**src/rtl/fetch_sequencer_if.sv**
```systemverilog
// Handshake and strobe bundle between the fetch sequencer and the rest of the CPU datapath.
// The master side is the sequencer itself; the slave side is the datapath/execute environment.
interface fetch_sequencer_if #(
    parameter int CNT_W = 16
);
    logic             run;
    logic             halt_req;
    logic             mem_ready;
    logic             exec_done;
    logic             branch_taken;

    logic             pc_out;
    logic             pc_incPC;
    logic             pc_enable;
    logic             mar_in;
    logic             mem_read;
    logic             mdr_in;
    logic             mdr_out;
    logic             ir_in;
    logic             instr_valid;
    logic             busy;
    logic             halted;
    logic             mem_error;
    logic [CNT_W-1:0] fetch_count;

    modport master (
        input  run, halt_req, mem_ready, exec_done, branch_taken,
        output pc_out, pc_incPC, pc_enable, mar_in, mem_read, mdr_in, mdr_out,
               ir_in, instr_valid, busy, halted, mem_error, fetch_count
    );

    modport slave (
        output run, halt_req, mem_ready, exec_done, branch_taken,
        input  pc_out, pc_incPC, pc_enable, mar_in, mem_read, mdr_in, mdr_out,
               ir_in, instr_valid, busy, halted, mem_error, fetch_count
    );
endinterface

```
**src/rtl/fetch_sequencer.sv**
```systemverilog
// Fetch sequencer: steps every instruction through T0 (PC->MAR, PC++), T1 (memory read
// into MDR, with timeout), T2 (MDR->IR), then hands off to execute and optionally reloads
// PC for a taken branch. Strobes are decoded from the state; mdr_in alone also follows
// mem_ready so MDR captures data in the very cycle memory presents it.
module fetch_sequencer #(
    parameter int CNT_W        = 16,
    parameter int MEM_WAIT_MAX = 15
) (
    input  logic                clock,
    input  logic                clear,
    fetch_sequencer_if.master   fs
);

    typedef enum logic [2:0] {
        S_IDLE,
        S_T0,
        S_T1,
        S_T2,
        S_EXEC,
        S_BRANCH,
        S_HALT,
        S_ERROR
    } state_t;

    localparam logic [7:0] WAIT_LIMIT = 8'(MEM_WAIT_MAX);

    state_t           state;
    state_t           state_next;
    logic [7:0]       wait_cnt;
    logic [7:0]       wait_cnt_next;
    logic [CNT_W-1:0] fetch_count;
    logic [CNT_W-1:0] fetch_count_next;

    // At an instruction boundary a pending halt beats a pending run.
    function automatic state_t boundary_next(input logic halt_req, input logic run);
        if (halt_req) begin
            return S_HALT;
        end else if (run) begin
            return S_T0;
        end else begin
            return S_IDLE;
        end
    endfunction

    // State, read-wait counter and fetch statistics; clear drops everything back to idle at once.
    always_ff @(posedge clock or negedge clear) begin
        if (!clear) begin
            state       <= S_IDLE;
            wait_cnt    <= '0;
            fetch_count <= '0;
        end else begin
            state       <= state_next;
            wait_cnt    <= wait_cnt_next;
            fetch_count <= fetch_count_next;
        end
    end

    // Next-state selection and strobe decode for the current micro-step.
    always_comb begin
        state_next       = state;
        wait_cnt_next    = wait_cnt;
        fetch_count_next = fetch_count;
        fs.pc_out        = 1'b0;
        fs.pc_incPC      = 1'b0;
        fs.pc_enable     = 1'b0;
        fs.mar_in        = 1'b0;
        fs.mem_read      = 1'b0;
        fs.mdr_in        = 1'b0;
        fs.mdr_out       = 1'b0;
        fs.ir_in         = 1'b0;
        fs.instr_valid   = 1'b0;
        fs.halted        = 1'b0;
        fs.mem_error     = 1'b0;

        case (state)
            S_IDLE: begin
                if (fs.run) begin
                    state_next = S_T0;
                end
            end
            S_T0: begin
                fs.pc_out     = 1'b1;
                fs.mar_in     = 1'b1;
                fs.pc_incPC   = 1'b1;
                wait_cnt_next = '0;
                state_next    = S_T1;
            end
            S_T1: begin
                fs.mem_read = 1'b1;
                fs.mdr_in   = fs.mem_ready;
                if (fs.mem_ready) begin
                    state_next = S_T2;
                end else begin
                    wait_cnt_next = wait_cnt + 8'd1;
                    if (wait_cnt + 8'd1 == WAIT_LIMIT) begin
                        state_next = S_ERROR;
                    end
                end
            end
            S_T2: begin
                fs.mdr_out       = 1'b1;
                fs.ir_in         = 1'b1;
                fetch_count_next = fetch_count + CNT_W'(1);
                state_next       = S_EXEC;
            end
            S_EXEC: begin
                fs.instr_valid = 1'b1;
                if (fs.exec_done) begin
                    if (fs.branch_taken) begin
                        state_next = S_BRANCH;
                    end else begin
                        state_next = boundary_next(fs.halt_req, fs.run);
                    end
                end
            end
            S_BRANCH: begin
                fs.pc_enable = 1'b1;
                state_next   = boundary_next(fs.halt_req, fs.run);
            end
            S_HALT: begin
                fs.halted = 1'b1;
            end
            S_ERROR: begin
                fs.mem_error = 1'b1;
            end
            default: begin
                state_next = S_IDLE;
            end
        endcase
    end

    assign fs.busy        = (state != S_IDLE) && (state != S_HALT) && (state != S_ERROR);
    assign fs.fetch_count = fetch_count;

endmodule
```
**src/flat_wrapper.sv**
```systemverilog
// flat-port wrapper written by rule: the top's interface ports become plain ports
module fetch_sequencer_flat 
#(
    parameter int CNT_W        = 16,
    parameter int MEM_WAIT_MAX = 15
)
  (clock, clear, fs_run, fs_halt_req, fs_mem_ready, fs_exec_done, fs_branch_taken, fs_pc_out, fs_pc_incPC, fs_pc_enable, fs_mar_in, fs_mem_read, fs_mdr_in, fs_mdr_out, fs_ir_in, fs_instr_valid, fs_busy, fs_halted, fs_mem_error, fs_fetch_count);
  fetch_sequencer_if #(.CNT_W(CNT_W)) fs_i ();
  input  logic clock;
  input  logic clear;
  input wire logic [$bits(fs_i.run)-1:0] fs_run;
  input wire logic [$bits(fs_i.halt_req)-1:0] fs_halt_req;
  input wire logic [$bits(fs_i.mem_ready)-1:0] fs_mem_ready;
  input wire logic [$bits(fs_i.exec_done)-1:0] fs_exec_done;
  input wire logic [$bits(fs_i.branch_taken)-1:0] fs_branch_taken;
  output wire logic [$bits(fs_i.pc_out)-1:0] fs_pc_out;
  output wire logic [$bits(fs_i.pc_incPC)-1:0] fs_pc_incPC;
  output wire logic [$bits(fs_i.pc_enable)-1:0] fs_pc_enable;
  output wire logic [$bits(fs_i.mar_in)-1:0] fs_mar_in;
  output wire logic [$bits(fs_i.mem_read)-1:0] fs_mem_read;
  output wire logic [$bits(fs_i.mdr_in)-1:0] fs_mdr_in;
  output wire logic [$bits(fs_i.mdr_out)-1:0] fs_mdr_out;
  output wire logic [$bits(fs_i.ir_in)-1:0] fs_ir_in;
  output wire logic [$bits(fs_i.instr_valid)-1:0] fs_instr_valid;
  output wire logic [$bits(fs_i.busy)-1:0] fs_busy;
  output wire logic [$bits(fs_i.halted)-1:0] fs_halted;
  output wire logic [$bits(fs_i.mem_error)-1:0] fs_mem_error;
  output wire logic [$bits(fs_i.fetch_count)-1:0] fs_fetch_count;
  assign fs_i.run = fs_run;
  assign fs_i.halt_req = fs_halt_req;
  assign fs_i.mem_ready = fs_mem_ready;
  assign fs_i.exec_done = fs_exec_done;
  assign fs_i.branch_taken = fs_branch_taken;
  assign fs_pc_out = fs_i.pc_out;
  assign fs_pc_incPC = fs_i.pc_incPC;
  assign fs_pc_enable = fs_i.pc_enable;
  assign fs_mar_in = fs_i.mar_in;
  assign fs_mem_read = fs_i.mem_read;
  assign fs_mdr_in = fs_i.mdr_in;
  assign fs_mdr_out = fs_i.mdr_out;
  assign fs_ir_in = fs_i.ir_in;
  assign fs_instr_valid = fs_i.instr_valid;
  assign fs_busy = fs_i.busy;
  assign fs_halted = fs_i.halted;
  assign fs_mem_error = fs_i.mem_error;
  assign fs_fetch_count = fs_i.fetch_count;
  fetch_sequencer #(.CNT_W(CNT_W), .MEM_WAIT_MAX(MEM_WAIT_MAX)) u_core (.clock(clock), .clear(clear), .fs(fs_i));
endmodule
```
**config.mk**
```make
export PLATFORM = sky130hd
export DESIGN_NAME = fetch_sequencer_flat
export DESIGN_NICKNAME = d
export VERILOG_FILES = /design/src/rtl/fetch_sequencer_if.sv /design/src/rtl/fetch_sequencer.sv /design/src/flat_wrapper.sv
export SDC_FILE = /design/constraint.sdc
export NUM_CORES = 1
export LEC_CHECK = 0
export BUFFER_PORTS_ARGS = -buffer_cell sky130_fd_sc_hd__buf_2
export CAP_MARGIN = 20
export CORE_MARGIN = 2
export CORE_UTILIZATION = 56
export CTS_CLUSTER_DIAMETER = 30
export DETAILED_ROUTE_END_ITERATION = 6
export PLACE_DENSITY = 0.8
export SLEW_MARGIN = 20
export SYNTH_ARGS = -nofsm -noshare
export SYNTH_HDL_FRONTEND = slang
export SYNTH_SLANG_ARGS = --single-unit
```
**constraint.sdc**
```tcl
create_clock -name clock -period 2.8 [get_ports clock]
set_input_delay 0.56 -clock clock [delete_from_list [all_inputs] [get_ports clock]]
set_output_delay 0.56 -clock clock [all_outputs]
set_load 0.005 [all_outputs]
```
* After elaboration in Yosys (flattened, before gate mapping)
Cells that the tools add are included.
Cells by class: add/subtract/negate cells 2, multiplexer cells 18, reductions and logical operators 8, equality and inequality tests 14
Operators by type and width (number):
- 3-bit two-way mux | 6
- 3-bit case mux with 6 select lines | 1
- 16-bit by 1-bit adder with 16-bit output, second input constant | 1
- 8-bit case mux with 2 select lines | 1
- 3-bit equality test, second input constant | 4
- 1-bit two-way mux | 9
- 8-bit by 1-bit adder with 8-bit output, second input constant | 1
- 8-bit by 4-bit equality test with 1-bit output, second input constant | 1
- 8-bit two-way mux | 1
- 3-bit by 2-bit equality test with 1-bit output, second input constant | 2
- 2-bit != test, second input constant | 3
- 3-bit != test, second input constant | 2
- 6-bit nonzero test | 1
- 4-bit AND reduction | 1
- 3-bit by 1-bit equality test with 1-bit output, second input constant | 1
- 3-bit logical NOT | 1
- 3-bit by 2-bit != test with 1-bit output, second input constant | 1
- 3-bit nonzero test | 1
- 1-bit logical AND | 2
- 2-bit AND reduction | 1
- 2-bit nonzero test | 1
Storage, ports and cells: logic and storage cells 45, register bits 27, bits of input ports 7, output and inout port bits 28

* Longest topological paths before layout
Gate-level depths: netlist of run 1.
word-level depth 5, depth in mapped cells 7, gate-level depth less buffers 6

* Least setup slack after synthesis of run 1
OpenSTA, ideal clock, no wires.
path kind flip-flop to output port, start point register u_core.state[0], end point output port fs_pc_incPC, data arrival time 1134 ps, data required time 2240 ps, buffers on the path 2, cell stages (with the launch flop) 6, setup slack 1106 ps, path through dfrtp_1 buf_4 inv_1 or3_1 inv_1 buf_4
Between the ends: cells in the longest elaborated chain, start to end 2
RTL lines:
- from (decl) | line fetch_sequencer.sv:27 | state_t state;
- from (signal assigned) | line fetch_sequencer.sv:52 | state <= state_next;
- 3-bit by 1-bit equality test with 1-bit output
- 1-bit two-way mux
- to (decl) | line flat_wrapper.sv:17 | output wire logic [$bits(fs_i.pc_incPC)-1:0] fs_pc_incPC;
No other way between the ends.

* Final worst setup path of run 1
start point register u_core.state[0], end point output port fs_pc_incPC
Between the ends: cells in the longest elaborated chain, start to end 2
RTL lines:
- 3-bit by 1-bit equality test with 1-bit output | line fetch_sequencer.sv:75 | case (state)
- 1-bit two-way mux | line fetch_sequencer.sv:75
No other way between the ends.

==> results of run 1 <==
-- area by class of cell --
class | instances | area [um^2]
clock buffer | 3 | 22.5
clock inverter | 1 | 5.00
fill | 221 | 828
inverter | 4 | 15.0
multi-input combinational | 110 | 716
sequential | 27 | 676
tap | 30 | 37.5
timing repair buffer | 35 | 178
-- flip-flops by register name, indices dropped and copies added (netlist names) --
signal / flops
u_core.fs.fetch_count: 16
u_core.wait_cnt: 8
u_core.state: 3
-- worst paths after layout --
path	start	endpoint	slack [ns]	depth (start not counted)
min in group clock	u_core.fs.fetch_count[15]	u_core.fs.fetch_count[15]	0.48	1
worst min-delay path	clear	u_core.fs.fetch_count[2]	0.20	1
max in group asynchronous	clear	u_core.fs.fetch_count[7]	2.22	1
worst min register to register	u_core.fs.fetch_count[15]	u_core.fs.fetch_count[15]	0.48	1
worst max-delay path	u_core.state[0]	fs_pc_incPC	0.55	4
worst max register to register	u_core.state[1]	u_core.fs.fetch_count[9]	0.97	5
-- stage by stage --
step / cells / worst slack, ns / power [mW] / hold WS [ns]
after floorplan: 149 / 1.11 / 0.897 / 0.264
after global placement: 206 / 1.03 / 1.01 / 0.461
after detailed placement: 206 / 0.954 / 1.04 / 0.457
after CTS: 210 / 0.544 / 1.20 / 0.223
after global routing: 210 / 0.436 / 1.29 / 0.245
final: 210 / 0.554 / 1.19 / 0.203
-- power groups by stage --
stage               sequential (mW)  clock (mW)  combinational (mW)
floorplan                     0.554           0               0.343
global placement              0.599           0               0.412
detailed placement            0.608           0               0.429
CTS                           0.602       0.171               0.430
global route                  0.626       0.187               0.475
finish                        0.603       0.169               0.421
-- cells by family after synthesis --
kind of cell / Yosys count
xor gates and xnor gates: 19
DFF: 27
and+or+nand+nor: 61
AOI/OAI and AO/OA: 26
muxes: 1
adders and majority gates: 3
buffers and inverters: 12
-- cells in the final DEF (no fill, tap or decap), drive strengths merged, types with 2 or more instances in the layout --
| master | count |
|---|---|
| buf | 35 |
| dfrtp | 27 |
| nand3 | 13 |
| o21ai | 13 |
| xnor2 | 12 |
| nor2 | 12 |
| nand2 | 8 |
| xor2 | 7 |
| nand4 | 6 |
| a21oi | 5 |
| inv | 4 |
| and3 | 4 |
| nor2b | 4 |
| and4 | 3 |
| o31ai | 3 |
| ha | 3 |
| clkbuf | 3 |
| nor3b | 2 |
| and2 | 2 |
| nor3 | 2 |
| nand2b | 2 |
| o22ai | 2 |
-- layer usage --
metal	up-vias	track usage (%)	share of wire (%)
li1	580	-	-
met1	545	24.4	45
met2	32	33.9	47
met4	0	11.0	2.1
met5	-	0	0
met3	4	2.42	5.0
==> results.toml, run 1 <==
[status]
outcome = "finished clean"

[floorplan]
die_area_mm2 = 0.00302
design.portCount = 35
core-area_mm2 = 0.00248
die_span_y_um = 55.0
initial_standard_cell_utilization_of_the_core_pct = 58.7
placement_rows = 18
die_w_um = 55.0

[cts]
cts_setup_buffers = 0
cts_made_buffers = 3
cts-root-buf = "sky130_fd_sc_hd__clkbuf_4"
clockBufferDepth = 2
post_cts_resize_count = 0
cts_tree = "done"
worstSkewPairLatency_ns = 0.33
worst_setup_hold_path_clk_slew_ns = 0.15
clock_tree.htree_level_count = 1
clock-sinks = 27
postCtsHoldBufs = 0

[yosys]
synth_warn = 0
netlist-cell-type-count = 32
synthesis.nets = 159
seq_cells_post_synth = 27
synth_top_cells_by_count = "sky130_fd_sc_hd__dfrtp_1, sky130_fd_sc_hd__nand3_1, sky130_fd_sc_hd__o21ai_0"
synth-xor-area-share_pct = 11.4
synthDominantCellAreaShare_pct = 46.4
synth_sequential_area_ratio_pct = 46.4
asyncSetResetFlopFracSynth_pct = 100
area_fraction_in_compound_gates_after_synthesis_pct = 10.2
synth_simple_gate_area_share_pct = 24.2
yosysTopAreaCell = "sky130_fd_sc_hd__dfrtp_1"
synth.avg_cell_area_um2 = 9.77
synth-edff-count = 0
yosys-top-cells-area = "sky130_fd_sc_hd__dfrtp_1, sky130_fd_sc_hd__xnor2_1, sky130_fd_sc_hd__nand3_1"
synthCells = 149
synth_fa_ha_area_share_pct = 2.58
count_leader_synth = "sky130_fd_sc_hd__dfrtp_1"
dominant_synthesized_flop_cell = "sky130_fd_sc_hd__dfrtp_1"
netlist_area_mm2 = 0.00146
synth_top_family_by_area = "simple AND/OR/NAND/NOR gates"
mux_contribution_to_synthesized_area_pct = 0.774

[critical_path]
worst_path_max_delay_cell = "sky130_fd_sc_hd__dfrtp_1"
timing.critical_path.max_delay_family = "flip-flops"
critical_path.max_fanout = 10
critical_path_buf_inv_count = 3
critPathLaunchType = "flop"
crit_path_cell_trace = "inv_1 -> or3_1 -> inv_1 -> buf_2"
setup.worst_path.end_class = "output pin"
crit_path_frequent_cell = "sky130_fd_sc_hd__inv_1"
slowest_delay_ns = 0.54
criticalPathCategory = "reg -> out"
cp_data_arrival_time_ns = 1.69
required_time_at_the_endpoint_of_the_critical_path_ns = 2.24

[power_and_ir_drop]
max-vdd-ir-drop_v = 0.000643
relative_contribution_of_combinational_cells_to_total_power_pct = 35.3
netSwitchingPower_uw = 473
p_seq_share_pct = 50.5
total_leakage_power_nw = 0.815
ratio_of_total_power_to_cell_area_mw_per_mm2 = 723
power.internal_uw = 720
power.clock.fraction_pct = 14.2
power.switching_fraction_pct = 39.6

[sta]
setup_viol = 0
grt_setup_unrepaired = "false"
max_freq_ghz = 0.445
hold_viol = 0
slew_headroom_pct = 61.6
min_period_ns = 2.25
worst_slew_pin_slew_ns = 0.577
fin_setup_tns_ns = 0
period_share_pct = 80.2
final-max-slew-violation-count = 0
finClkSkew_ns = 0.00997

[cells_and_area]
layout-area-overhead-vs-synth_pct = 13.3
num-nets-final = 191
number_of_diodes = 0
post-route-util_pct = 66.6
final_cell_area_mm2 = 0.00165
fraction_of_layout_instances_using_a_drive_strength_above_1_pct = 23.9

[detailed_routing]
viasPerCell = 5.53
drtIter0Drc = 22
firstDrtPassIters = 4
vias = 1161
routed_wl_um = 2680
number_of_antenna_violating_nets_in_the_routed_design = 0
detail_route.drc_violations = 0
wl_per_cell_um = 12.7

[job]
max_cap_viol_count = 0

[placed_design]
place.gp.congestion = 0.801
hpwl_um = 1990
port-buffer-count = 34
post_detailed_placement_cell_area_mm2 = 0.00162

[global_routing]
global_route.overflow_total = 0
first_global_vias = 1017
grt_max_degree = 28
first_pass_grt_wire_length_um = 4220
gr-usage-all-layers_pct = 19.9
initial_antenna_violation_count = 0

[min_path]
hp-class = "in -> async"
(Power assumes the default switching activity.)
==> run 2: changes to the inputs <==
--- a/config.mk
+++ b/config.mk
@@ -8,10 +8,10 @@
 export BUFFER_PORTS_ARGS = -buffer_cell sky130_fd_sc_hd__buf_2
 export CAP_MARGIN = 20
 export CORE_MARGIN = 2
-export CORE_UTILIZATION = 56
+export CORE_UTILIZATION = 52
 export CTS_CLUSTER_DIAMETER = 30
 export DETAILED_ROUTE_END_ITERATION = 6
-export PLACE_DENSITY = 0.8
+export PLACE_DENSITY = 0.75
 export SLEW_MARGIN = 20
 export SYNTH_ARGS = -nofsm -noshare
 export SYNTH_HDL_FRONTEND = slang
==> constraint.sdc (replaced) <==
create_clock -name clock -period 2.3 [get_ports clock]
set_input_delay 0.46 -clock clock [delete_from_list [all_inputs] [get_ports clock]]
set_output_delay 0.46 -clock clock [all_outputs]
set_load 0.005 [all_outputs]
==> run 2 against run 1 <==
Cell count is 0.48% higher; critical endpoint is now fs_mar_in; largest power group unchanged; first-iteration DRC count is 9.1% higher; final area hardly changed; total power is 22% higher; critical path depth stayed put; via count is 1.2% higher; die area is 7.1% higher; utilization is 5.7 points lower; critical path type unchanged; sequential share of layout area hardly changed.
==> results.toml, run 2 (synthesis results as in run 1) <==
[critical_path]
r2r_start = "u_core.state[1]"
critical_path_buf_inv_count = 3
critical_path.max_fanout = 10
timing.critical_path.max_delay_family = "flip-flops"
critical_path.reg2reg.endpoint = "u_core.fs.fetch_count[9]"
criticalPathCategory = "reg -> out"
cp_data_arrival_time_ns = 1.69
required_time_at_the_endpoint_of_the_critical_path_ns = 1.84
crit_path_frequent_cell = "sky130_fd_sc_hd__inv_1"
critPathLaunchType = "flop"
setup.worst_path.end_class = "output pin"
r2r_worst_path_depth = 5
worst_path_max_delay_cell = "sky130_fd_sc_hd__dfrtp_1"
slowest_delay_ns = 0.54
crit_path_cell_trace = "inv_1 -> or3_1 -> inv_1 -> buf_2"
setup.reg_to_reg.worst_slack_ns = 0.53

[cells_and_area]
num-nets-final = 191
n_fill_cell = 249
layout-area-overhead-vs-synth_pct = 13.4
leading_cell_types_in_the_layout_fill_and_taps_excluded = "sky130_fd_sc_hd__buf_2, sky130_fd_sc_hd__dfrtp_1, sky130_fd_sc_hd__nand3_1, sky130_fd_sc_hd__o21ai_0, sky130_fd_sc_hd__xnor2_1"
fraction_of_layout_instances_using_a_drive_strength_above_1_pct = 23.9
number_of_diodes = 0
cell_count_final_fillers_out = 211
largest_register_ff_count = 16
sequential_cell_area_um2 = 676
multiInputGateArea_um2 = 716
largest_registers = "u_core.fs.fetch_count: 16 flops, u_core.wait_cnt: 8 flops, u_core.state: 3 flops"
layout.cells.most_common = "sky130_fd_sc_hd__buf_2"
post-route-util_pct = 60.9
largest_register = "u_core.fs.fetch_count"

[cts]
worst_setup_hold_path_clk_slew_ns = 0.15
clockBufferDepth = 2
cts-root-buf = "sky130_fd_sc_hd__clkbuf_4"
clock_tree.htree_level_count = 1
clock-sinks = 27
postCtsHoldBufs = 0
cts_setup_buffers = 0
worstSkewPairLatency_ns = 0.33
post_cts_resize_count = 0
cts_made_buffers = 3
cts_tree = "done"

[floorplan]
die_w_um = 56.9
initial_standard_cell_utilization_of_the_core_pct = 53.7
design.portCount = 35
die_area_mm2 = 0.00324
placement_rows = 19
die_span_y_um = 56.9
core-area_mm2 = 0.00271

[job]
max_cap_viol_count = 0

[power_and_ir_drop]
ratio_of_total_power_to_cell_area_mw_per_mm2 = 885
p_seq_share_pct = 50.5
power.clock.fraction_pct = 14.2
power.switching_fraction_pct = 39.9
relative_contribution_of_combinational_cells_to_total_power_pct = 35.3
totalPowerFinal_mw = 1.46
netSwitchingPower_uw = 583
max-vdd-ir-drop_v = 0.000676
total_leakage_power_nw = 0.815
power.internal_uw = 878

[detailed_routing]
routed_wl_um = 2750
detail_route.drc_violations = 0
viasPerCell = 5.57
number_of_antenna_violating_nets_in_the_routed_design = 0
firstDrtPassIters = 4
vias = 1175
drtIter0Drc = 24
wl_per_cell_um = 13.0

[sta]
finClkSkew_ns = 0.0112
min_period_ns = 2.15
grt_setup_unrepaired = "false"
hold_viol = 0
period_share_pct = 93.4
worst_slew_pin_slew_ns = 0.594
setup_viol = 0
slew_headroom_pct = 60.4
fin_setup_tns_ns = 0
final-max-slew-violation-count = 0
max_freq_ghz = 0.466

[global_routing]
first_pass_grt_wire_length_um = 4730
global_route.overflow_total = 0
grt_max_degree = 28
initial_antenna_violation_count = 0
first_global_vias = 1099
gr-usage-all-layers_pct = 18.6

[placed_design]
hpwl_um = 2030
port-buffer-count = 34
place.gp.congestion = 0.745
dp_cells = 207

[min_path]
hp-class = "in -> async"

[status]
outcome = "finished clean"
## run 2: cell counts in the layout (fill, tap and decap cells not counted)
Identical to the previous run, type by type.
## run 2: stage by stage
stage / worst slack, ns / hold slack, ns / instance area [um^2]
2_1_floorplan: 0.706 / 0.164 / 1460
3_3_place_gp: 0.604 / 0.465 / 1620
3_5_place_dp: 0.539 / 0.461 / 1620
4_1_cts: 0.145 / 0.117 / 1650
5_1_grt: 0.00946 / 0.143 / 1650
6_report: 0.152 / 0.106 / 1650
## run 2: worst max path at each step
stage / depth (start not counted) / start / slack, ns / endpoint
6_report: 4 / u_core.state[0] / 0.15 / fs_mar_in
5_1_grt: 4 / u_core.state[0] / 0.009 / fs_pc_out
4_1_cts: 4 / u_core.state[0] / 0.15 / fs_mar_in
3_5_place_dp: 4 / u_core.state[0] / 0.54 / fs_mar_in
3_3_place_gp: 5 / u_core.state[1] / 0.60 / u_core.fs.fetch_count[12]
2_1_floorplan: 5 / u_core.state[0] / 0.71 / fs_pc_incPC
## run 2: layer usage
| layer | GRT usage [%] | up-vias | wire length [um] |
|---|---|---|---|
| li1 | - | 581 | - |
| met1 | 23.7 | 550 | 1290 |
| met2 | 31.2 | 40 | 1290 |
| met3 | 2.07 | 4 | 129 |
| met4 | 8.97 | 0 | 49 |
| met5 | 0 | - | 0 |
## run 2: worst reg2reg max path, cell delays in order (launching register included)
cell,delay [ns]
sky130_fd_sc_hd__dfrtp_1,0.60
sky130_fd_sc_hd__and3b_1,0.41
sky130_fd_sc_hd__nand4_4,0.17
sky130_fd_sc_hd__nor2_4,0.17
sky130_fd_sc_hd__and4_1,0.22
sky130_fd_sc_hd__xor2_1,0.14
## run 2: power by group through the flow
stage / clock network [mW] / logic [mW] / registers (mW)
6_report: 0.208 / 0.516 / 0.737
5_1_grt: 0.232 / 0.579 / 0.764
4_1_cts: 0.217 / 0.525 / 0.735
3_5_place_dp: 0 / 0.518 / 0.745
3_3_place_gp: 0 / 0.505 / 0.729
2_1_floorplan: 0 / 0.418 / 0.674
## run 2: area by class of cell
| class | instances | area share [%] |
|---|---|---|
| multi-input cells | 110 | 43.4 |
| clock inverters | 1 | 0.303 |
| inverters | 4 | 0.910 |
| clock buffers | 3 | 1.36 |
| well taps | 31 | 2.35 |
| flip-flops and latches | 27 | 40.9 |
| repair buffers | 35 | 10.8 |
==> run 3: changes to the inputs <==
--- a/config.mk
+++ b/config.mk
@@ -5,13 +5,15 @@
 export SDC_FILE = /design/constraint.sdc
 export NUM_CORES = 1
 export LEC_CHECK = 0
+export ABC_AREA = 1
 export BUFFER_PORTS_ARGS = -buffer_cell sky130_fd_sc_hd__buf_2
 export CAP_MARGIN = 20
 export CORE_MARGIN = 2
-export CORE_UTILIZATION = 52
+export CORE_UTILIZATION = 56
+export CTS_BUF_LIST = sky130_fd_sc_hd__clkbuf_8
 export CTS_CLUSTER_DIAMETER = 30
 export DETAILED_ROUTE_END_ITERATION = 6
-export PLACE_DENSITY = 0.75
+export PLACE_DENSITY = 0.79
 export SLEW_MARGIN = 20
 export SYNTH_ARGS = -nofsm -noshare
 export SYNTH_HDL_FRONTEND = slang
==> run 3 against run 2 <==
Flip-flop and latch count is the same; critical path depth grew 1; wire length grew 6.3%; fmax grew 17%; final area grew 8.8%; highest routed layer unchanged; sequential power shrank 8.4%; total power grew 2.2%; clock skew shrank 0.0077 ns; die area grew 0.19%; synthesized cell count grew 33%; worst hold slack gained 0.072 ns; clock power grew 30%.
==> results.toml, run 3 <==
[critical_path]
criticalPathCategory = "reg -> out"
critical_path.reg2reg.endpoint = "u_core.fs.fetch_count[14]"
critPathLaunchType = "flop"
startpoint = "u_core.state[1]"
required_time_at_the_endpoint_of_the_critical_path_ns = 1.84
cp_data_arrival_time_ns = 1.37
setup.reg_to_reg.worst_slack_ns = 0.68
r2r_worst_path_depth = 6
r2r_start = "u_core.state[0]"
critical_path.max_fanout = 7
endpoint = "fs_mdr_in"
setup.worst_path.end_class = "output pin"

[cts]
postCtsHoldBufs = 0
clock-sinks = 27
cts_made_buffers = 3
cts_setup_buffers = 0
cts-root-buf = "sky130_fd_sc_hd__clkbuf_8"
post_cts_resize_count = 0
clockBufferDepth = 2
worstSkewPairLatency_ns = 0.27
cts_tree = "done"
clock_tree.htree_level_count = 1
worst_setup_hold_path_clk_slew_ns = 0.09

[yosys]
synth.avg_cell_area_um2 = 7.93
synthesis.nets = 208
count_leader_synth = "sky130_fd_sc_hd__nand2_1"
yosys-top-cells-area = "sky130_fd_sc_hd__dfrtp_1, sky130_fd_sc_hd__nand2_1, sky130_fd_sc_hd__inv_1"
synthDominantCellAreaShare_pct = 43.0
synthCells = 198
synth_warn = 0
synth_sequential_area_ratio_pct = 43.0
asyncSetResetFlopFracSynth_pct = 100
synth_top_cells_by_count = "sky130_fd_sc_hd__nand2_1, sky130_fd_sc_hd__inv_1, sky130_fd_sc_hd__dfrtp_1"
yosysTopAreaCell = "sky130_fd_sc_hd__dfrtp_1"
netlist-cell-type-count = 25
dominant_synthesized_flop_cell = "sky130_fd_sc_hd__dfrtp_1"
seq_cells_post_synth = 27
synth-edff-count = 0
netlist_area_mm2 = 0.00157

[sta]
grt_setup_unrepaired = "false"
finClkSkew_ns = 0.00346
min_period_ns = 1.83
final-max-slew-violation-count = 0
slew_headroom_pct = 60.4
max_freq_ghz = 0.547
hold_viol = 0
fin_setup_tns_ns = 0
period_share_pct = 79.5
worst_slew_pin_slew_ns = 0.594
setup_viol = 0

[job]
max_cap_viol_count = 0

[placed_design]
port-buffer-count = 34
hpwl_um = 2240
place.gp.congestion = 0.848

[power_and_ir_drop]
ratio_of_total_power_to_cell_area_mw_per_mm2 = 831
totalPowerFinal_mw = 1.49
total_leakage_power_nw = 0.947
max-vdd-ir-drop_v = 0.000729

[cells_and_area]
largest_registers = "u_core.fs.fetch_count: 16 flops, u_core.wait_cnt: 8 flops, u_core.state: 3 flops"
fraction_of_layout_instances_using_a_drive_strength_above_1_pct = 21.6
leading_cell_types_in_the_layout_fill_and_taps_excluded = "sky130_fd_sc_hd__nand2_1, sky130_fd_sc_hd__buf_2, sky130_fd_sc_hd__inv_1, sky130_fd_sc_hd__dfrtp_1, sky130_fd_sc_hd__nor2_1"
largest_register_ff_count = 16
number_of_diodes = 0
layout.cells.most_common = "sky130_fd_sc_hd__nand2_1"
num-nets-final = 243
largest_register = "u_core.fs.fetch_count"
layout-area-overhead-vs-synth_pct = 14.3

[global_routing]
first_global_vias = 1156
first_pass_grt_wire_length_um = 5080
grt_max_degree = 28
gr-usage-all-layers_pct = 19.8
initial_antenna_violation_count = 0
global_route.overflow_total = 0

[detailed_routing]
detail_route.drc_violations = 0
routed_wl_um = 2920
drtIter0Drc = 28
wl_per_cell_um = 11.1
vias = 1322
firstDrtPassIters = 4
viasPerCell = 5.03
number_of_antenna_violating_nets_in_the_routed_design = 0

[floorplan]
design.portCount = 35
die_area_mm2 = 0.00324
placement_rows = 19
initial_standard_cell_utilization_of_the_core_pct = 57.9
core-area_mm2 = 0.00271
die_w_um = 57.0
die_span_y_um = 57.0

[min_path]
hp-class = "in -> async"

[status]
outcome = "finished clean"
==> run 3: cell types whose count changed after synthesis, sizes merged, moves of 3 or more <==
cell	delta
and4	-3
xnor2	-8
nand3	+3
nand2	+47
and3	-4
nor2b	-4
nand4	-5
nor2	+11
clkbuf	-3
inv	+28
nor3	+3
==> run 3: kinds of logic (layout without fill, tap and decap cells) <==
kind of cell               Yosys count  count (layout)  synth area share (%)
adders and majority gates            3               3                  2.39
DFF                                 27              27                  43.0
xor gates and xnor gates            13              13                  7.25
buffers and inverters               36              70                  9.56
AOI/OAI and AO/OA                   17              17                  5.82
and+or+nand+nor                    102             102                  32.0
==> run 3: through the flow <==
stage | hold slack (ns) | utilization (%) | cells | setup slack, ns | area, um^2
2_1_floorplan | 0.164 | - | 198 | 0.878 | 1570
3_3_place_gp | 0.483 | 64.5 | 259 | 0.733 | 1750
3_5_place_dp | 0.505 | 64.5 | 259 | 0.665 | 1750
4_1_cts | 0.199 | 66.3 | 263 | 0.449 | 1800
5_1_grt | 0.232 | 66.3 | 263 | 0.363 | 1800
6_report | 0.177 | 66.3 | 263 | 0.471 | 1800
==> run 3: per-layer routing <==
metal  GRT usage, %  part of all wire [%]  vias up
li1               -                     -      686
met1           28.4                    48      615
met2           30.5                    47       17
met3           3.40                   3.0        4
met4           6.98                   1.4        0
met5              0                     0        -
==> run 3: worst min path at each step <==
stage                                           end  cells after the start  slack, ns
after floorplan            u_core.fs.fetch_count[0]                      0       0.16
after global placement    u_core.fs.fetch_count[15]                      2       0.48
after detailed placement         u_core.wait_cnt[4]                      1       0.51
after CTS                        u_core.wait_cnt[4]                      1       0.20
after global routing             u_core.wait_cnt[6]                      1       0.23
final                            u_core.wait_cnt[6]                      1       0.18
==> run 3: layout make-up <==
type                       count  area, um^2
multi-input combinational    135         744
tap                           31        38.8
fill                         251         915
timing repair buffer          34         170
inverter                      32         120
clock inverter                 1        5.00
clock buffer                   3        41.3
sequential                    27         676
==> run 3: power by group <==
group          leakage [nW]  switching, mW  total, mW  internal (mW)
Sequential            0.366          0.126      0.675          0.549
Clock                0.0255          0.149      0.270          0.121
Combinational         0.556          0.325      0.548          0.222
==> run 3: critical path, cell delays in order, from the launching register on <==
cell,delay [ns]
sky130_fd_sc_hd__dfrtp_1,0.52
sky130_fd_sc_hd__inv_1,0.15
sky130_fd_sc_hd__nor3_4,0.16
sky130_fd_sc_hd__inv_1,0.08
sky130_fd_sc_hd__nor2_1,0.08
sky130_fd_sc_hd__buf_2,0.11
